File: src/rtl/hazard_ctrl.sv
// hazard_ctrl: ID/EX hazard control (load-use and mult/div stalls, branch flush, saturating event counters)
//   clk_i, rst_i                : clock, synchronous active-high reset
//   ifid_rs_i/rt_i/use_rt_i     : source fields of the instruction in ID
//   ifid_hilo_i                 : ID instruction touches HI/LO
//   idex_mem_read_i, idex_rt_i  : EX load and its destination
//   idex_muldiv_i               : EX starts a mult/div
//   branch_taken_i              : EX resolved a taken branch/jump
//   clr_cnt_i                   : clear event counters
//   pc_write_o, ifid_write_o    : stall enables (active high = advance)
//   ifid_flush_o, idex_flush_o  : bubble inserts
//   muldiv_busy_o/done_o        : mult/div occupancy and final-cycle pulse
//   stall_cnt_o, flush_cnt_o    : saturating stall/flush cycle counts
module hazard_ctrl #(
  parameter int MULDIV_CYCLES = 32,
  parameter int CNT_W = 16
) (
  input  logic             clk_i,
  input  logic             rst_i,
  input  logic [4:0]       ifid_rs_i,
  input  logic [4:0]       ifid_rt_i,
  input  logic             ifid_use_rt_i,
  input  logic             ifid_hilo_i,
  input  logic             idex_mem_read_i,
  input  logic [4:0]       idex_rt_i,
  input  logic             idex_muldiv_i,
  input  logic             branch_taken_i,
  input  logic             clr_cnt_i,
  output logic             pc_write_o,
  output logic             ifid_write_o,
  output logic             ifid_flush_o,
  output logic             idex_flush_o,
  output logic             muldiv_busy_o,
  output logic             muldiv_done_o,
  output logic [CNT_W-1:0] stall_cnt_o,
  output logic [CNT_W-1:0] flush_cnt_o
);
  typedef enum logic {IDLE, BUSY} state_t;
  localparam logic [7:0] LOAD = 8'(MULDIV_CYCLES - 1);
  state_t state, state_n;
  logic [7:0] cnt, cnt_n;
  logic lu, md, stall;
  always_ff @(posedge clk_i) begin
    if (rst_i) begin
      state <= IDLE;
      cnt <= '0;
      stall_cnt_o <= '0;
      flush_cnt_o <= '0;
    end else begin
      state <= state_n;
      cnt <= cnt_n;
      stall_cnt_o <= clr_cnt_i ? '0 : stall_cnt_o + CNT_W'(~pc_write_o & ~&stall_cnt_o);
      flush_cnt_o <= clr_cnt_i ? '0 : flush_cnt_o + CNT_W'(branch_taken_i & ~&flush_cnt_o);
    end
  end
  always_comb begin
    state_n = state;
    cnt_n = cnt;
    muldiv_busy_o = state == BUSY;
    muldiv_done_o = muldiv_busy_o & (cnt == 8'd0);
    if (state == IDLE && idex_muldiv_i) begin
      state_n = BUSY;
      cnt_n = LOAD;
    end else if (state == BUSY) begin
      state_n = muldiv_done_o ? IDLE : BUSY;
      cnt_n = muldiv_done_o ? cnt : cnt - 8'd1;
    end
    lu = idex_mem_read_i & (idex_rt_i != 5'd0) &
         ((idex_rt_i == ifid_rs_i) | (ifid_use_rt_i & (idex_rt_i == ifid_rt_i)));
    // HI/LO are written at the end of the cnt==0 cycle, so the consumer is released then
    md = muldiv_busy_o & (cnt != 8'd0) & ifid_hilo_i;
    stall = (lu | md) & ~branch_taken_i;
    pc_write_o = ~stall;
    ifid_write_o = ~stall;
    ifid_flush_o = branch_taken_i;
    idex_flush_o = branch_taken_i | stall;
  end
endmodule

File: config.mk
export PLATFORM = sky130hd
export DESIGN_NAME = hazard_ctrl
export DESIGN_NICKNAME = d
export VERILOG_FILES = /design/src/rtl/hazard_ctrl.sv
export SDC_FILE = /design/constraint.sdc
export NUM_CORES = 1
export LEC_CHECK = 0
export ABC_CLOCK_PERIOD_IN_PS = 2900
export CORE_ASPECT_RATIO = 0.7
export CORE_MARGIN = 5
export CORE_UTILIZATION = 38
export CTS_CLUSTER_SIZE = 20
export DETAILED_ROUTE_END_ITERATION = 7
export GPL_TIMING_DRIVEN = 0
export PLACE_DENSITY_LB_ADDON = 0.12
export SYNTH_ARGS = -nofsm -noshare
export SYNTH_HDL_FRONTEND = slang
export SYNTH_SLANG_ARGS = --single-unit
File: constraint.sdc
create_clock -name clk_i -period 2.9 [get_ports clk_i]
set_clock_uncertainty 0.1 [all_clocks]
set_input_delay 0.58 -clock clk_i [delete_from_list [all_inputs] [get_ports clk_i]]
set_output_delay 0.58 -clock clk_i [all_outputs]
set_load 0.005 [all_outputs]
==> flow_metrics.env <==
export IMPL_clock_sinks=41
export IMPL_num_rows=22
export IMPL_hold_viol=0
export IMPL_dp_slack_ps=-736.6
export IMPL_vias_per_cell=4.784
export IMPL_tns_ps=0
export IMPL_fmax_mhz=358.2
export IMPL_worstPathRequired_ps=2220
export IMPL_start_kind="input port"
export IMPL_clk_path_buf_depth=2
export IMPL_endpoint_kind="output port"
export IMPL_fillers=515
export IMPL_post_route_min_period_ps=2791
export IMPL_synth_cell_type_count=33
export IMPL_insertion_delay_ps=300
export IMPL_clkPwrFrac=0.360
export IMPL_synth_top_family_by_area="simple AND/OR/NAND/NOR gates"
export IMPL_postLayoutCellArea_um2=2839
export IMPL_setup_ws_ps=108.6
export IMPL_die_h_um=70.79
export IMPL_root_buffer="clkbuf_8"
export IMPL_synthAdderAreaFrac=0.03743
export IMPL_track_usage=0.1426
export IMPL_hp_class="flop to flop"
export IMPL_nets=331
export IMPL_ys_seq_elements=41
export IMPL_synth_compound_gate_area_share=0.06488
export IMPL_cts_tree="yes"
export IMPL_status="finished, final reports clean"
export IMPL_synth_warnings=0
export IMPL_netlist_instances=235
export IMPL_clkTransAtPathRegs_ps=80
export IMPL_muxShareOfSynthArea=0.004991
export IMPL_core_um2=5175
export IMPL_wl_per_cell_um=12.97
export IMPL_syn_to_final_growth_pct=41.55
export IMPL_place_inst=366
export IMPL_critical_path_class="input port to output port"
export IMPL_peakVddDrop_mv=0.2144
export IMPL_start_util=0.3876
export IMPL_die_x_um=96.84
export IMPL_powerDensity_nw_per_um2=405.6
export IMPL_io_pins=61
export IMPL_pwr_share_seq=0.511
export IMPL_place_gp_congestion=0.7987
export IMPL_final_util=0.5486
export IMPL_drt_total_wl_um=4862
export IMPL_drive_gt1_frac=0.1188
export IMPL_netlist_area_um2=2006
export IMPL_synth_nets=264
export IMPL_grt_max_degree=13
export IMPL_antenna_found_initial=0
export IMPL_synth_area_top_cells="dfxtp_1 (41%), xor2_1 (10%), nor2_1 (6.7%)"
export IMPL_drt_pass1_iter_count=4
export IMPL_yosysSeqAreaShare=0.4092
export IMPL_rsz0062_at_grt="yes"
export IMPL_maxSlewViolCount=0
export IMPL_grt_pass1_vias=1669
export IMPL_grt_ovfl_total=0
export IMPL_cp_data_arrival_time_ps=2110
export IMPL_cts_buffers=5
export IMPL_synth_simple_gate_area_share=0.2944
export IMPL_htree_levels=2
export IMPL_intPower_mw=0.8660
export IMPL_synth_top_area_cell="dfxtp_1"
export IMPL_vias=1794
export IMPL_power_leakage_nw=1.044
export IMPL_synth_xor_area_frac=0.1528
export IMPL_synthDominantCellAreaShare=0.4092
export IMPL_worstMarginPinSlew_ps=517.4
export IMPL_dpl_cell_area_um2=2686
export IMPL_holdBufCountCts=0
export IMPL_netSwitchingPower_mw=0.2856
export IMPL_portBuffers=59
export IMPL_fin_crit_sh=0.9626
export IMPL_hold_slack_ps=390.0
export IMPL_path_max_fanout=3
export IMPL_post_route_drc_count=0
export IMPL_dp_hpwl_um=3713
export IMPL_total_power_mw=1.152
export IMPL_synth_area_per_cell_um2=8.535
export IMPL_setup_violations=0
export IMPL_relSlewSlack=0.6524
export IMPL_grt_pass1_wl_um=7948
export IMPL_drt_iter0_drc=28
export IMPL_stdcell_count=375
export IMPL_pwr_share_comb=0.128
export IMPL_cap_viol_max_count=0
export IMPL_swShare=0.2480
export IMPL_num_antenna_cells=0
export IMPL_die_area_um2=6854
export IMPL_detail_route_antenna_nets=0
## cells by family after synthesis
| group | Yosys count |
|---|---|
| and+or+nand+nor | 114 |
| DFF | 41 |
| xor gates and xnor gates | 35 |
| AOI/OAI and AO/OA | 23 |
| buffers and inverters | 15 |
| adders and majority gates | 6 |
| muxes | 1 |
## flip-flops by register name, summed over array words and instances, names as in the netlist
signal / flops
flush_cnt_o: 16
stall_cnt_o: 16
cnt: 8
muldiv_busy_o: 1
## critical path, cell delays in order
cell and delay, ps:
dlygate4sd2_1 280, xor2_1 190, nor4_2 190, a32oi_2 160, o22ai_2 240, nand2_1 90
buf_4 130, dlygate4sd2_1 250
## metal layers
metal  global-route usage  up-vias  wire length (um)
met4              0.06075        0                85
li1                     -      930                 -
met3              0.04631        9               217
met2               0.2102       35              2075
met5                    0        -                 0
met1               0.1921      820              2485
## final cells by class
| type | instances | area, um2 | area share |
|---|---|---|---|
| Tap cell | 72 | 90.09 | 0.03173 |
| Timing Repair Buffer | 61 | 586.8 | 0.2067 |
| Multi-Input combinational cell | 179 | 1172 | 0.4130 |
| Sequential cell | 41 | 820.8 | 0.2891 |
| Buffer | 8 | 45.04 | 0.01587 |
| Clock inverter | 1 | 5.005 | 0.001763 |
| Clock buffer | 7 | 96.34 | 0.03394 |
| Inverter | 6 | 22.52 | 0.007933 |
## cell usage after synthesis
cell and instances:
mux2i_1 1, and3_2 1, and2_1 5, or4_1 1, or3_1 7, o22ai_1 2
a32oi_1 1, nor2b_1 2, xor2_1 23, nand4b_1 1, or2_2 2, nor2_1 36
a21oi_1 11, and3_1 7, nor4b_2 2, nor3_1 7, o22a_1 1, clkbuf_1 2
nand4_1 5, nor4_1 3, o311a_1 1, inv_1 6, buf_2 4, nand2_1 17
ha_1 6, nand4_2 1, nand3_1 12, dfxtp_1 41, xnor2_1 12, o21ai_0 7
nand2b_1 3, and4_1 2, buf_4 3
## power by group through the flow
stage,clock network (mW),registers [mW],logic (mW)
5_1_grt,0.451,0.591,0.167
3_3_place_gp,0,0.601,0.144
4_1_cts,0.428,0.588,0.145
2_1_floorplan,0,0.598,0.0807
6_report,0.415,0.589,0.148
3_5_place_dp,0,0.601,0.145
## path summary, 6_finish.rpt
check	startpoint	to	slack, ps	depth (start not counted)
worst max-delay path	idex_rt_i[1]	pc_write_o	110	8
worst min-delay path	cnt[6]	cnt[6]	390	2
worst max register to register	cnt[0]	stall_cnt_o[8]	230	12
worst min register to register	cnt[6]	cnt[6]	390	2
## cell usage in the layout (no fill, tap or decap), types with 2 or more instances in the layout
cell type        synthesis  routed
dfxtp_1                 41      41
clkdlybuf4s50_1          0      45
ha_1                     6       5
and2_1                   5       5
and4_1                   2       2
clkdlybuf4s15_1          0       2
a21oi_1                 11      10
nand2b_1                 3       3
nor2_1                  36      36
nor4b_2                  2       2
clkbuf_1                 2       2
or2_2                    2       2
o21ai_0                  7       5
nor3_1                   7       6
nor2b_1                  2       2
buf_2                    4       3
clkbuf_2                 0       3
or3_1                    7       6
nand4_1                  5       5
xnor2_1                 12      12
nand2_1                 17      16
dlygate4sd2_1            0       7
clkbuf_8                 0       7
inv_1                    6       6
and3_1                   7       6
nand3_1                 12      11
buf_4                    3       5
xor2_1                  23      23
nor4_1                   3       2
dlymetal6s2s_1           0       2
## what timing repair did
| action | CTS | global route |
|---|---|---|
| endpoints found under the hold margin | 0 | 0 |
| pin swaps | 8 | 7 |
| setup endpoints to repair | 14 | 8 |
| gates resized for setup | 23 | 15 |
| setup buffers | 2 | 0 |
(Power assumes the default switching activity.)
